<file path="src/rtl/approx_add_pipe.sv">
// approx_add_pipe: pipelined unsigned adder with per-beat exact / LOA / truncate modes.
// Latency STAGES cycles when not stalled; valid/ready with bubble-collapsing stages.
// Backpressure: in_ready is combinational from out_ready; a full stalled pipe holds STAGES beats.
// Optional error monitor enabled by defining APPROX_ADD_ERRMON_EN.
module approx_add_pipe #(
  parameter int W      = 8,
  parameter int K      = 4,
  parameter int STAGES = 2,
  parameter int ERRW   = 24
) (
  input  logic            clk,
  input  logic            rst,
  input  logic            in_valid,
  output logic            in_ready,
  input  logic [W-1:0]    in_a,
  input  logic [W-1:0]    in_b,
  input  logic [1:0]      in_mode,
  output logic            out_valid,
  input  logic            out_ready,
  output logic [W:0]      out_sum,
  input  logic            err_clr,
  output logic [ERRW-1:0] err_sum,
  output logic [W:0]      err_max,
  output logic [15:0]     err_cnt
);

  localparam int HW = W - K;

  // ---------------------------------------------------------------------
  // Operand split and the three adder flavours
  // ---------------------------------------------------------------------
  logic [K-1:0]  a_lo, b_lo;
  logic [HW-1:0] a_hi, b_hi;
  logic [HW:0]   hi_loa, hi_trunc;
  logic [W:0]    sum_exact, sum_loa, sum_trunc, sum_sel;

  assign a_lo = in_a[K-1:0];
  assign b_lo = in_b[K-1:0];
  assign a_hi = in_a[W-1:K];
  assign b_hi = in_b[W-1:K];

  assign sum_exact = {1'b0, in_a} + {1'b0, in_b};

  // LOA: the OR of the top low-part bits' AND stands in for the real low carry.
  assign hi_loa    = {1'b0, a_hi} + {1'b0, b_hi} + {{HW{1'b0}}, a_lo[K-1] & b_lo[K-1]};
  assign sum_loa   = {hi_loa, a_lo | b_lo};

  // Truncation drops the low part entirely, no carry into the high part.
  assign hi_trunc  = {1'b0, a_hi} + {1'b0, b_hi};
  assign sum_trunc = {hi_trunc, {K{1'b0}}};

  // Per-beat mode select; the reserved code behaves as exact.
  always_comb begin
    sum_sel = sum_exact;
    case (in_mode)
      2'd1:    sum_sel = sum_loa;
      2'd2:    sum_sel = sum_trunc;
      default: sum_sel = sum_exact;
    endcase
  end

  // ---------------------------------------------------------------------
  // Pipeline control
  // ---------------------------------------------------------------------
  logic [STAGES-1:0] stg_vld;
  logic [W:0]        stg_sum [STAGES];
  logic [STAGES-1:0] adv;
  logic [STAGES-1:0] load;

  // Walk from the output back to stage 0: a stage advances when it holds a beat
  // and its successor can take it; it loads when empty or advancing.
  always_comb begin
    logic down;
    adv  = '0;
    load = '0;
    down = out_ready;
    for (int i = STAGES - 1; i >= 0; i--) begin
      adv[i]  = stg_vld[i] & down;
      load[i] = ~stg_vld[i] | adv[i];
      down    = load[i];
    end
  end

  assign in_ready  = load[0];
  assign out_valid = stg_vld[STAGES-1];
  assign out_sum   = stg_sum[STAGES-1];

  // Stage 0 captures the selected result together with its valid tag.
  always_ff @(posedge clk or posedge rst) begin
    if (rst) begin
      stg_vld[0] <= 1'b0;
      stg_sum[0] <= '0;
    end else if (load[0]) begin
      stg_vld[0] <= in_valid;
      if (in_valid) begin
        stg_sum[0] <= sum_sel;
      end
    end
  end

  // Later stages are plain delay; a bubble upstream simply empties the stage.
  for (genvar g = 1; g < STAGES; g++) begin : g_delay
    always_ff @(posedge clk or posedge rst) begin
      if (rst) begin
        stg_vld[g] <= 1'b0;
        stg_sum[g] <= '0;
      end else if (load[g]) begin
        stg_vld[g] <= stg_vld[g-1];
        if (stg_vld[g-1]) begin
          stg_sum[g] <= stg_sum[g-1];
        end
      end
    end
  end

`ifdef APPROX_ADD_ERRMON_EN
  // ---------------------------------------------------------------------
  // Error monitor: exact sum rides alongside each beat
  // ---------------------------------------------------------------------
  logic [W:0]    stg_exact [STAGES];
  logic [W:0]    ex_last;
  logic [W:0]    err_cur;
  logic [ERRW:0] sum_ext;
  logic          deliver;

  // Exact sum for stage 0, loaded in lockstep with the approximate result.
  always_ff @(posedge clk or posedge rst) begin
    if (rst) begin
      stg_exact[0] <= '0;
    end else if (load[0] && in_valid) begin
      stg_exact[0] <= sum_exact;
    end
  end

  for (genvar g = 1; g < STAGES; g++) begin : g_exact
    // Exact-sum delay line mirrors the result stages.
    always_ff @(posedge clk or posedge rst) begin
      if (rst) begin
        stg_exact[g] <= '0;
      end else if (load[g] && stg_vld[g-1]) begin
        stg_exact[g] <= stg_exact[g-1];
      end
    end
  end

  assign ex_last = stg_exact[STAGES-1];
  assign deliver = out_valid & out_ready;

  // Absolute error: LOA can land above the exact value, so both directions occur.
  always_comb begin
    err_cur = '0;
    if (ex_last >= out_sum) begin
      err_cur = ex_last - out_sum;
    end else begin
      err_cur = out_sum - ex_last;
    end
  end

  assign sum_ext = {1'b0, err_sum} + {{(ERRW-W){1'b0}}, err_cur};

  // Statistics update on delivered beats only; a clear in the same cycle wins.
  always_ff @(posedge clk or posedge rst) begin
    if (rst) begin
      err_sum <= '0;
      err_max <= '0;
      err_cnt <= '0;
    end else if (err_clr) begin
      err_sum <= '0;
      err_max <= '0;
      err_cnt <= '0;
    end else if (deliver) begin
      err_sum <= sum_ext[ERRW] ? {ERRW{1'b1}} : sum_ext[ERRW-1:0];
      if (err_cur > err_max) begin
        err_max <= err_cur;
      end
      if ((err_cur != '0) && (err_cnt != 16'hFFFF)) begin
        err_cnt <= err_cnt + 16'd1;
      end
    end
  end
`else
  // Monitor compiled out: statistics read as zero and the clear is ignored.
  logic unused_err_clr;
  assign unused_err_clr = err_clr;
  assign err_sum = '0;
  assign err_max = '0;
  assign err_cnt = '0;
`endif

endmodule

</file>
<file path="config.mk">
export PLATFORM = sky130hd
export DESIGN_NAME = approx_add_pipe
export DESIGN_NICKNAME = d
export VERILOG_FILES = /design/src/rtl/approx_add_pipe.sv
export SDC_FILE = /design/constraint.sdc
export NUM_CORES = 1
export LEC_CHECK = 0
export ABC_AREA = 1
export CORE_ASPECT_RATIO = 0.6
export CORE_MARGIN = 5
export CORE_UTILIZATION = 39
export DETAILED_ROUTE_END_ITERATION = 6
export PLACE_DENSITY_LB_ADDON = 0.3
export SYNTH_ARGS = -nofsm -noshare
export SYNTH_HDL_FRONTEND = slang
export SYNTH_SLANG_ARGS = --single-unit
</file>
<file path="constraint.sdc">
create_clock -name clk -period 1.1 [get_ports clk]
set_input_delay 0.11 -clock clk [delete_from_list [all_inputs] [get_ports clk]]
set_output_delay 0.11 -clock clk [all_outputs]
set_load 0.005 [all_outputs]
</file>
==> impl_summary.md <==
Timing
Setup repair after global routing could not meet its margin everywhere. The number of failing hold endpoints at the final stage is 0. The final worst-path setup slack is -0.294 ns. The final worst-path cycle share is 127%.

The largest clock skew in the final design is 0.00337 ns. The worst hold slack across all endpoints is 0.186 ns. The final count of negative-setup-slack endpoints is 16. For the finished layout, the period the worst path requires is 1.39 ns. The upper clock frequency limit is 717 MHz.

The number of pins with negative max-slew slack in the final report came to 0.

Synth
The share of synthesized area occupied by flip-flops and latches is 25.9%. After synthesis, the cell types taking the most area are sky130_fd_sc_hd__dfrtp_1 26%, sky130_fd_sc_hd__buf_4 23%, sky130_fd_sc_hd__ha_1 10%. In this run, synthesis produced a sequential element count of 20. The proportion of synthesized area in mux cells is 3.50%.

Averaged over all synthesized cells, the footprint is 7.70 um2. The area share of and/or/nand/nor cells after synthesis is 17.0%. The synthesized netlist devotes 8.29% of its cell area to compound gates. The share of flip-flops with an asynchronous set or reset after synthesis is 100%. Summing every instance area after synthesis gives 1930 um2.

After synthesis, the largest family of logic cells by area is buffers and inverters. Yosys mapped a number of flops with a built-in enable equal to 0. The fraction of post-synthesis cell area in the top cell type by area is 25.9%.

The most frequent cell after synthesis is sky130_fd_sc_hd__buf_4. The area share of fa/ha/maj cells after synthesis is 13.5%. After technology mapping, the gate count stands at 251. Of the total synthesized cell area, the portion taken by XOR and XNOR cells is 0.453%.

For this run, the leading register cell type out of synthesis is sky130_fd_sc_hd__dfrtp_1. The count of synthesis-stage warnings from yosys is 0. After synthesis, the netlist uses 24 different library cells.

The dominant cell type by area after synthesis is sky130_fd_sc_hd__dfrtp_1. In the synthesized netlist, the cells that appear most often are 59 x sky130_fd_sc_hd__buf_4, 39 x sky130_fd_sc_hd__inv_1, 37 x sky130_fd_sc_hd__nand2_1.

Outcome
The run finished, with violations left. The final reports fail on setup timing.

Global route
The global-route wire length before repair is 7380 um. In the global route stage, overall resource usage came out at 13.9%. The initial antenna violation count is 0.

The via count of the first global-routing pass is 1641. Entering global routing, the biggest net connects 21 pins. The total grt overflow is 0.

Setup path
The setup check on the worst reg-to-reg path leaves a slack of -0.14 ns. In this run the worst setup path begins at in_b[4]. The master of the slowest instance on the critical path is sky130_fd_sc_hd__fa_2.

The worst reg2reg path startpoint is out_valid$_DFFE_PP0P_. The worst setup path is captured at a flip-flop. The signal on the critical path passes through buf_8 -> ha_4 -> inv_2 -> fa_2 -> inv_2 -> ha_4 -> inv_4 -> nor2_4 -> nand4_1 -> nand3_1 -> nand2_1 -> nand2_1 -> nand2_1. The top fanout value on the critical path is 3. STA classifies the critical path startpoint as a primary input. The type of the worst setup path is primary input to flip-flop.

The arrival time of the worst setup path is 1.55 ns. The required time of the critical path is 1.25 ns. The largest stage delay on the critical path is 0.44 ns.

In this design, the critical path's most frequently occurring cell is sky130_fd_sc_hd__nand2_1.

Pwr
The peak ir drop on the vdd network is 0.735 mV. Summed over all cells, the static leakage comes to 1.39 nW. Dividing total power by cell area gives a power density of 1150 nW/um2.

The overall power is 3.07 mW.

Drt
The remaining design rule violation count is 0. The final antenna-violating net count is 0. The number of iterations in the first detailed-routing pass is 4. After detailed routing, the number of vias per cell comes to 4.40. The total detailed-routing wirelength is 4650 um.

The total via count after detailed routing is 1665. The first routing iteration left 34 violations. The per-cell routed wire length is 12.3 um.

Clock tree
For this design, the CTS-stage hold fixing added 0 buffers. The maximum level of the CTS H-tree is 1. The tree is rooted in a sky130_fd_sc_hd__clkbuf_8.

Clock latency on the worst-skew pair, taken at its later pin, is 0.26 ns. The CTS tree is done. Clock tree synthesis inserted a total of 3 buffers. The number of clock sinks seen by CTS is 20. Clock-pin slew was measured on the worst setup and hold paths at 0.08 ns. The maximum buffer depth of the clock tree is 2.

Placed design
The last weighted congestion value of the routability-driven placer is 0.774. During placement, the flow inserted port buffers numbering 32. Detailed placement finished with a half-perimeter wire length of 3490 um.

The worst setup slack before clock tree synthesis is -1.06 ns.

Finish
The post-route netlist has 37.5% of its cells at a drive strength greater than 1. The final layout contains 358 nets. The synthesis-to-finish area growth is 38.1%. 0 antenna diodes ended up in the layout.

Die
The count of boundary I/O pins is 83. The die outline width is 101 um. The floorplan step set the die height to 64.5 um. The core area is 4680 um2. The floorplan step defined a die boundary enclosing 6510 um2. The effective utilization at floorplan is 41.3%.

The number of core rows is 19.

Job
The number of max-capacitance violations reported is 0.

Worst hold path
The worst hold path class is primary input to asynchronous set/reset pin.
[cells by family after synthesis]
group | after synthesis
DFF | 20
AOI/OAI and AO/OA | 29
adders and majority gates | 19
muxes | 6
other | 1
buffers and inverters | 101
xor gates and xnor gates | 1
and+or+nand+nor | 74
[sequential cells by signal (all words and copies together) (netlist names)]
register and flops:
out_sum 9, stg_vld 1, out_valid 1, stg_sum 9
[timing repair]
action,CTS,global route
cloned,0,0
hold endpoints to repair,0,0
buffers inserted,12,2
gates resized for setup,124,17
pin swaps,29,5
endpoints found under the setup margin,29,21
[metal layers]
| layer | vias to the layer above | share of wire [%] | GRT usage (%) |
|---|---|---|---|
| li1 | 820 | - | - |
| met1 | 794 | 44 | 18.7 |
| met2 | 51 | 49 | 24.0 |
| met3 | 0 | 6.6 | 3.43 |
| met4 | 0 | 0 | 0 |
| met5 | - | 0 | 0 |
[cells in the final DEF, fill, tap and decap left out, drive strengths merged]
cell type / n
a21oi: 10
a31oi: 5
buf: 52
clkbuf: 6
clkdlybuf4s15: 1
clkdlybuf4s50: 5
clkinvlp: 1
conb: 49
dfrtp: 20
dlygate4sd2: 13
fa: 3
ha: 16
inv: 39
mux2: 6
nand2: 40
nand3: 19
nand4: 4
nor2: 10
nor3: 1
o21a: 1
o21ai: 11
o22ai: 2
xor2: 1
[power by group]
group          internal (mW)  switching (mW)
logic                  0.786           0.673
clock network          0.318           0.241
registers              0.942           0.115
[metrics by stage]
stage	instance area [um2]	std cells	util (%)	setup TNS, ns
final	2670	378	57.0	-1.55
after global routing	2670	378	57.0	-2.32
after CTS	2650	377	56.5	-1.29
after detailed placement	2320	361	49.5	-9.57
after global placement	2320	361	49.5	-9.08
after floorplan	2170	299	-	-1.48
[cell type report]
cell class,instances,area [um2]
Tap cell,63,78.8
Sequential cell,20,500
Inverter,40,159
Fill cell,475,2010
Multi-Input combinational cell,178,1270
Timing Repair Buffer,73,606
Clock buffer,4,55.1
[path summary, 6_finish.rpt]
path	endpoint	depth (start not counted)
min in group clk	stg_sum[12]$_DFFE_PP0P_	6
worst max-delay path	stg_sum[17]$_DFFE_PP0P_	13
worst max register to register	stg_sum[17]$_DFFE_PP0P_	8
worst min register to register	stg_sum[16]$_DFFE_PP0P_	2
worst min-delay path	out_sum[2]$_DFFE_PP0P_	3
max in group asynchronous	stg_vld[0]$_DFFE_PP0N_	3
[worst max-delay path: cells and delay by family]
family | cells | cell delay (ns)
buffers and inverters | 4 | 0.28
adder cells (fa/ha/maj) | 3 | 0.73
AND/OR/NAND/NOR | 6 | 0.41
No activity file was read; power rests on OpenSTA's default activity.
